--- src/rtl/ifq_pkg.sv ---
// Shared types and constants for the instruction fetch queue.
// The optional IFQ_PERF_CNT_EN feature lives in ifetch_queue.sv.
package ifq_pkg;

  typedef enum logic [1:0] {
    IDLE = 2'd0,
    REQ  = 2'd1,
    DROP = 2'd2
  } state_e;

  typedef struct packed {
    logic [31:0] pc;
    logic [31:0] instr;
  } entry_t;

  localparam logic [31:0] WORD_BYTES       = 32'd4;
  localparam logic [31:0] RESET_PC_DEFAULT = 32'h0000_0000;

  // Fetch addresses are always word aligned.
  function automatic logic [31:0] align_pc(input logic [31:0] addr);
    return {addr[31:2], 2'b00};
  endfunction

endpackage

--- src/rtl/ifq_if.sv ---
// Fetch-side bus: instruction memory handshake, redirect and decode handshake.
// master = fetch queue, slave = environment (memory, decode, branch unit).
interface ifq_if;
  logic        imem_req_o;
  logic [31:0] imem_addr_o;
  logic        imem_ack_i;
  logic [31:0] imem_data_i;
  logic        redirect_i;
  logic [31:0] redirect_pc_i;
  logic        instr_valid_o;
  logic        instr_ready_i;
  logic [31:0] instr_o;
  logic [31:0] pc_o;
  logic [31:0] pc_plus4_o;

  modport master (
    output imem_req_o, imem_addr_o, instr_valid_o, instr_o, pc_o, pc_plus4_o,
    input  imem_ack_i, imem_data_i, redirect_i, redirect_pc_i, instr_ready_i
  );

  modport slave (
    input  imem_req_o, imem_addr_o, instr_valid_o, instr_o, pc_o, pc_plus4_o,
    output imem_ack_i, imem_data_i, redirect_i, redirect_pc_i, instr_ready_i
  );
endinterface

--- src/rtl/ifq_fifo.sv ---
// Synchronous FIFO of {pc, instr} entries with clear; clear beats push and pop.
// The read port is a register-array read, so it never sees write data combinationally.
module ifq_fifo
  import ifq_pkg::*;
#(
  parameter int DEPTH = 4,
  localparam int AW = $clog2(DEPTH),
  localparam int CW = AW + 1
) (
  input  logic          clk,
  input  logic          rst,
  input  logic          push,
  input  logic          pop,
  input  logic          clear,
  input  entry_t        wdata,
  output entry_t        rdata,
  output logic          full,
  output logic          empty,
  output logic [CW-1:0] count
);

  entry_t        mem [DEPTH];
  logic [AW-1:0] wr_ptr_r;
  logic [AW-1:0] rd_ptr_r;
  logic [CW-1:0] count_r;
  logic          do_push_s;
  logic          do_pop_s;

  assign do_push_s = push && !full;
  assign do_pop_s  = pop && !empty;

  // Storage, pointers and occupancy.
  always_ff @(posedge clk or posedge rst) begin
    if (rst) begin
      wr_ptr_r <= '0;
      rd_ptr_r <= '0;
      count_r  <= '0;
      for (int i = 0; i < DEPTH; i++) begin
        mem[i] <= '0;
      end
    end else if (clear) begin
      wr_ptr_r <= '0;
      rd_ptr_r <= '0;
      count_r  <= '0;
    end else begin
      if (do_push_s) begin
        mem[wr_ptr_r] <= wdata;
        wr_ptr_r      <= wr_ptr_r + AW'(1);
      end
      if (do_pop_s) begin
        rd_ptr_r <= rd_ptr_r + AW'(1);
      end
      case ({do_push_s, do_pop_s})
        2'b10:   count_r <= count_r + CW'(1);
        2'b01:   count_r <= count_r - CW'(1);
        default: count_r <= count_r;
      endcase
    end
  end

  assign rdata = mem[rd_ptr_r];
  assign full  = (count_r == CW'(DEPTH));
  assign empty = (count_r == '0);
  assign count = count_r;

endmodule

--- src/rtl/ifetch_queue.sv ---
// Instruction fetch stage: sequential PC generation, imem handshake, FIFO, redirect.
// Define IFQ_PERF_CNT_EN to add the stall_cnt_o performance counter.
module ifetch_queue
  import ifq_pkg::*;
#(
  parameter int          DEPTH    = 4,
  parameter logic [31:0] RESET_PC = RESET_PC_DEFAULT
) (
  input  logic        clk_i,
  input  logic        rst_i,
  ifq_if.master       bus
`ifdef IFQ_PERF_CNT_EN
  ,
  output logic [31:0] stall_cnt_o
`endif
);

  localparam int CW = $clog2(DEPTH) + 1;

  state_e        state_r;
  state_e        state_s;
  logic [31:0]   fetch_pc_r;
  logic [31:0]   old_addr_r;
  logic [CW-1:0] count_s;
  logic          full_s;
  logic          empty_s;
  logic          push_s;
  logic          pop_s;
  logic          room_after_push_s;
  entry_t        head_s;
  entry_t        wdata_s;

  assign push_s  = (state_r == REQ) && bus.imem_ack_i && !bus.redirect_i;
  assign pop_s   = !empty_s && bus.instr_ready_i && !bus.redirect_i;
  assign wdata_s = '{pc: fetch_pc_r, instr: bus.imem_data_i};
  // A pop in the ack cycle is deliberately not credited here.
  assign room_after_push_s = ((count_s + CW'(1)) < CW'(DEPTH));

  ifq_fifo #(.DEPTH(DEPTH)) u_fifo (
    .clk   (clk_i),
    .rst   (rst_i),
    .push  (push_s),
    .pop   (pop_s),
    .clear (bus.redirect_i),
    .wdata (wdata_s),
    .rdata (head_s),
    .full  (full_s),
    .empty (empty_s),
    .count (count_s)
  );

  // FSM state register.
  always_ff @(posedge clk_i or posedge rst_i) begin
    if (rst_i) begin
      state_r <= IDLE;
    end else begin
      state_r <= state_s;
    end
  end

  // FSM next-state logic.
  always_comb begin
    state_s = state_r;
    case (state_r)
      IDLE: begin
        if (!bus.redirect_i && !full_s) state_s = REQ;
        else                            state_s = IDLE;
      end
      REQ: begin
        if (bus.redirect_i)      state_s = bus.imem_ack_i ? REQ : DROP;
        else if (bus.imem_ack_i) state_s = room_after_push_s ? REQ : IDLE;
        else                     state_s = REQ;
      end
      DROP: begin
        if (bus.imem_ack_i) state_s = REQ;
        else                state_s = DROP;
      end
      default: state_s = IDLE;
    endcase
  end

  // FSM outputs: DROP keeps presenting the abandoned address until it is acked.
  always_comb begin
    bus.imem_req_o  = 1'b0;
    bus.imem_addr_o = fetch_pc_r;
    case (state_r)
      IDLE: begin
        bus.imem_req_o  = 1'b0;
        bus.imem_addr_o = fetch_pc_r;
      end
      REQ: begin
        bus.imem_req_o  = 1'b1;
        bus.imem_addr_o = fetch_pc_r;
      end
      DROP: begin
        bus.imem_req_o  = 1'b1;
        bus.imem_addr_o = old_addr_r;
      end
      default: begin
        bus.imem_req_o  = 1'b0;
        bus.imem_addr_o = fetch_pc_r;
      end
    endcase
  end

  // Fetch PC and the address of a request orphaned by a redirect.
  always_ff @(posedge clk_i or posedge rst_i) begin
    if (rst_i) begin
      fetch_pc_r <= RESET_PC;
      old_addr_r <= RESET_PC;
    end else begin
      if (bus.redirect_i) begin
        fetch_pc_r <= align_pc(bus.redirect_pc_i);
      end else if (push_s) begin
        fetch_pc_r <= fetch_pc_r + WORD_BYTES;
      end else begin
        fetch_pc_r <= fetch_pc_r;
      end
      if ((state_r == REQ) && bus.redirect_i && !bus.imem_ack_i) begin
        old_addr_r <= fetch_pc_r;
      end else begin
        old_addr_r <= old_addr_r;
      end
    end
  end

  assign bus.instr_valid_o = !empty_s;
  assign bus.instr_o       = head_s.instr;
  assign bus.pc_o          = head_s.pc;
  assign bus.pc_plus4_o    = head_s.pc + WORD_BYTES;

`ifdef IFQ_PERF_CNT_EN
  logic [31:0] stall_cnt_r;

  // Saturating count of cycles where decode is ready but nothing is presented.
  always_ff @(posedge clk_i or posedge rst_i) begin
    if (rst_i) begin
      stall_cnt_r <= 32'd0;
    end else if (bus.instr_ready_i && empty_s && (stall_cnt_r != 32'hFFFF_FFFF)) begin
      stall_cnt_r <= stall_cnt_r + 32'd1;
    end else begin
      stall_cnt_r <= stall_cnt_r;
    end
  end

  assign stall_cnt_o = stall_cnt_r;
`endif

endmodule

--- src/flat_wrapper.sv ---
// flat-port wrapper written by rule: the top's interface ports become plain ports
module ifetch_queue_flat import ifq_pkg::*;
#(
  parameter int          DEPTH    = 4,
  parameter logic [31:0] RESET_PC = RESET_PC_DEFAULT
)
  (clk_i, rst_i, bus_imem_req_o, bus_imem_addr_o, bus_instr_valid_o, bus_instr_o, bus_pc_o, bus_pc_plus4_o, bus_imem_ack_i, bus_imem_data_i, bus_redirect_i, bus_redirect_pc_i, bus_instr_ready_i);
  ifq_if bus_i ();
  input  logic clk_i;
  input  logic rst_i;
  output wire logic [$bits(bus_i.imem_req_o)-1:0] bus_imem_req_o;
  output wire logic [$bits(bus_i.imem_addr_o)-1:0] bus_imem_addr_o;
  output wire logic [$bits(bus_i.instr_valid_o)-1:0] bus_instr_valid_o;
  output wire logic [$bits(bus_i.instr_o)-1:0] bus_instr_o;
  output wire logic [$bits(bus_i.pc_o)-1:0] bus_pc_o;
  output wire logic [$bits(bus_i.pc_plus4_o)-1:0] bus_pc_plus4_o;
  input wire logic [$bits(bus_i.imem_ack_i)-1:0] bus_imem_ack_i;
  input wire logic [$bits(bus_i.imem_data_i)-1:0] bus_imem_data_i;
  input wire logic [$bits(bus_i.redirect_i)-1:0] bus_redirect_i;
  input wire logic [$bits(bus_i.redirect_pc_i)-1:0] bus_redirect_pc_i;
  input wire logic [$bits(bus_i.instr_ready_i)-1:0] bus_instr_ready_i;
  assign bus_imem_req_o = bus_i.imem_req_o;
  assign bus_imem_addr_o = bus_i.imem_addr_o;
  assign bus_instr_valid_o = bus_i.instr_valid_o;
  assign bus_instr_o = bus_i.instr_o;
  assign bus_pc_o = bus_i.pc_o;
  assign bus_pc_plus4_o = bus_i.pc_plus4_o;
  assign bus_i.imem_ack_i = bus_imem_ack_i;
  assign bus_i.imem_data_i = bus_imem_data_i;
  assign bus_i.redirect_i = bus_redirect_i;
  assign bus_i.redirect_pc_i = bus_redirect_pc_i;
  assign bus_i.instr_ready_i = bus_instr_ready_i;
  ifetch_queue #(.DEPTH(DEPTH), .RESET_PC(RESET_PC)) u_core (.clk_i(clk_i), .rst_i(rst_i), .bus(bus_i));
endmodule
--- config.mk ---
export PLATFORM = sky130hd
export DESIGN_NAME = ifetch_queue_flat
export DESIGN_NICKNAME = d
export VERILOG_FILES = /design/src/rtl/ifq_pkg.sv /design/src/rtl/ifq_if.sv /design/src/rtl/ifq_fifo.sv /design/src/rtl/ifetch_queue.sv /design/src/flat_wrapper.sv
export SDC_FILE = /design/constraint.sdc
export NUM_CORES = 1
export LEC_CHECK = 0
export BUFFER_PORTS_ARGS = -buffer_cell sky130_fd_sc_hd__buf_2
export CORE_MARGIN = 5
export CORE_UTILIZATION = 45
export DETAILED_ROUTE_END_ITERATION = 8
export GPL_TIMING_DRIVEN = 0
export PLACE_DENSITY = 0.71
export SYNTH_ARGS = -nofsm -noshare
export SYNTH_HDL_FRONTEND = slang
export SYNTH_HIERARCHICAL = 1
export SYNTH_SLANG_ARGS = --single-unit
export TNS_END_PERCENT = 100
--- constraint.sdc ---
create_clock -name clk_i -period 20.6 [get_ports clk_i]
set_clock_uncertainty 0.2 [all_clocks]
set_input_delay 1.03 -clock clk_i [delete_from_list [all_inputs] [get_ports clk_i]]
set_output_delay 1.03 -clock clk_i [all_outputs]
set_load 0.005 [all_outputs]
==> results.toml <==
[outcome]
status = "complete, no violations"

[detailed_routing]
ant_nets = 0
via_per_inst = 5.51
via_count = 10175
avgRoutedWirePerCell_um = 20.8
first_pass_iters = 6
wl_mm = 38.5
drc = 0
drt-initial-drc-count = 523

[finish]
drive_gt1_share_pct = 48.2
stdcell_area_mm2 = 0.0187
final_cell_mix = "325 x dfrtp_1, 232 x mux2_2, 218 x buf_2"
final_cells = 1847
nNetsFinal = 1445
diodes = 0
final_common_cell = "dfrtp_1"
area_growth_pct = 18.4

[clock_tree]
htreeDepth = 2
clk_latency_ps = 520
clock_path_buffers = 3
ctsHoldBuffers = 0
cts_buffers = 37
clkSinkCount = 325
root_buffer = "clkbuf_16"
clk_pin_slew_worst_paths_ps = 60
cts_resized = 0
cts_setup_buffers = 0
tritoncts = "yes"

[global_route]
use_met2_pct = 30.7
grt_antenna_before_repair = 0
gr-usage-all-layers_pct = 19.7
grt_pass1_vias = 10786
grt_first_pass_wirelength_mm = 61.3
gr-usage-met1_pct = 28.2
grt.overflow.total = 0
grt_max_degree = 125
busiest_layer = "met2"
grt_use_met3_pct = 3.82

[worst_setup_path]
crit_required_ps = 19370
r2r-start = "u_core/state_r[1]"
crit_path_end_kind = "output port"
crit_arrival_ps = 4450
crit_type = "reg2out"
cp-start-kind = "flip-flop"
worstSetupStartpoint = "u_core/u_fifo/rd_ptr_r[1]"
cp_max_fo = 10

[timing]
fmax_mhz = 176
layout_min_cycle_time_ps = 5680
rsz0062_at_grt = "false"
holdWs_ps = 282
slew_viol_final = 0
finalWorstSetupSlack_ps = 14920
maxSlewHeadroom_pct = 17.4
tightest_slew_ps = 1230
fin_setup_tns_ps = 0
finalSetupViolCount = 0
timing.final.crit_share_pct = 27.6
timing.final.hold_violations = 0

[pwr]
p_int_uw = 1520
power_switching_uw = 604
p_leak_uw = 0.00876
switching_share_pct = 28.5
pwr-share-clk_pct = 31.7
power.density_mw_per_mm2 = 113
peakVddDrop_v = 0.0000667
seqPwrFrac_pct = 41.0
p_comb_share_pct = 27.3

[floorplanning]
io_pins = 199
die_w_um = 198
start_util_pct = 45.7
die_h_um = 198
fp-row-count = 68
die_area_mm2 = 0.0390
core_mm2 = 0.0346

[logic_synthesis]
ys_seq_area_share_pct = 51.4
yosys.area.top_type = "dfrtp_1"
async_flop_share_pct = 100
synth_top_area_share_pct = 51.4
avgSynthCellArea_um2 = 14.1
yosysWarnings = 6
synth_edf_count = 0
synthCells = 1120
ys.flop_type = "dfrtp_1"
ys_ff_latch = 325
synth.distinct_cells = 57
synth_area_leaders = "dfrtp_1 51%, mux2_2 17%, mux4_2 9.1%, mux2_4 5.7%, xnor2_1 2.0%"
syn_area_mm2 = 0.0158

[placed_design]
port_buffers = 194
dpl_cell_area_mm2 = 0.0175
dp_slack_ps = 15430
placed_cells = 1781
post-dp-hpwl_mm = 27.3
gp_congestion = 0.806

[job]
drv_cap = 0

[min_path]
hold_class = "reg2reg"
min-delay-start = "u_core/u_fifo/mem[252]"
==> synthesized netlist by cell type, types with 3 or more instances <==
| library cell | n |
|---|---|
| a21oi_1 | 7 |
| a31oi_1 | 15 |
| and3_1 | 7 |
| and4_1 | 6 |
| buf_1 | 8 |
| buf_12 | 7 |
| buf_2 | 24 |
| buf_4 | 5 |
| buf_6 | 4 |
| clkbuf_1 | 26 |
| dfrtp_1 | 325 |
| ha_1 | 10 |
| inv_1 | 22 |
| mux2_1 | 4 |
| mux2_2 | 232 |
| mux2_4 | 60 |
| mux4_2 | 64 |
| nand2_1 | 56 |
| nand2b_1 | 5 |
| nand3_1 | 26 |
| nand3_2 | 4 |
| nand3b_1 | 5 |
| nand4_1 | 13 |
| nor2_1 | 29 |
| nor3_1 | 10 |
| nor4_1 | 10 |
| o21ai_0 | 39 |
| o311ai_0 | 3 |
| o31ai_1 | 8 |
| or4_1 | 8 |
| xnor2_1 | 36 |
| xor2_1 | 9 |
==> worst paths after layout <==
kind,slack [ps],end,cells past startpoint
worst max-delay path,14920,bus_pc_plus4_o[20],9
min in group asynchronous,290,u_core/u_fifo/mem[171],2
worst max register to register,17010,u_core/u_fifo/count[2],11
worst min register to register,280,u_core/u_fifo/mem[252],1
max in group asynchronous,19010,u_core/u_fifo/mem[10],3
worst min-delay path,280,u_core/u_fifo/mem[252],1
==> flip-flops by register name, indices dropped and copies added (netlist names) <==
register / flops
u_core/state_r: 2
u_core/u_fifo/mem: 256
u_core/u_fifo/rd_ptr_r: 2
u_core/old_addr_r: 30
u_core/u_fifo/count: 3
u_core/u_fifo/wr_ptr_r: 2
u_core/fetch_pc_r: 30
==> stage by stage <==
stage / total power, µW / util, %
2_1_floorplan: 1230 / -
3_3_place_gp: 1440 / 50.2
3_5_place_dp: 1460 / 50.5
4_1_cts: 2150 / 54.1
5_1_grt: 2240 / 54.1
6_report: 2120 / 54.1
==> worst max-delay path, stage by stage, from the launching register on <==
cell	delay (ps)
dfrtp_1	350
clkbuf_1	540
buf_1	620
mux4_2	420
ha_1	220
nand4_1	210
nor3_1	850
nand3_1	190
xnor2_1	340
buf_2	180
==> kinds of logic after synthesis <==
logic type                 Yosys count  synth area share [%]
DFF                                325                  51.4
xor gates and xnor gates            45                  2.49
adders and majority gates           11                 0.917
and+or+nand+nor                    195                  6.67
other                                1                0.0237
buffers and inverters               96                  3.50
AOI/OAI and AO/OA                   86                  3.34
muxes                              361                  31.7
==> power groups by stage <==
| stage | logic (µW) | clock network [µW] | registers [µW] |
|---|---|---|---|
| 6_report | 580 | 673 | 869 |
| 5_1_grt | 633 | 717 | 886 |
| 4_1_cts | 589 | 692 | 868 |
| 3_5_place_dp | 587 | 0 | 875 |
| 3_3_place_gp | 573 | 0 | 868 |
| 2_1_floorplan | 380 | 0 | 845 |
==> final cells by class <==
cell class,count,area (µm²)
Buffer,74,470
Clock buffer,47,1040
Clock inverter,19,215
Fill cell,2903,15900
Inverter,22,90.1
Multi-Input combinational cell,708,7170
Sequential cell,325,8130
Tap cell,455,569
Timing Repair Buffer,197,1050
==> per-layer routing <==
metal	routed length (µm)	up-vias
met3	2370	68
met1	17300	5222
met2	17700	271
li1	-	4614
met5	0	-
met4	1080	0
Note: power is estimated with default switching activity, not from simulation.
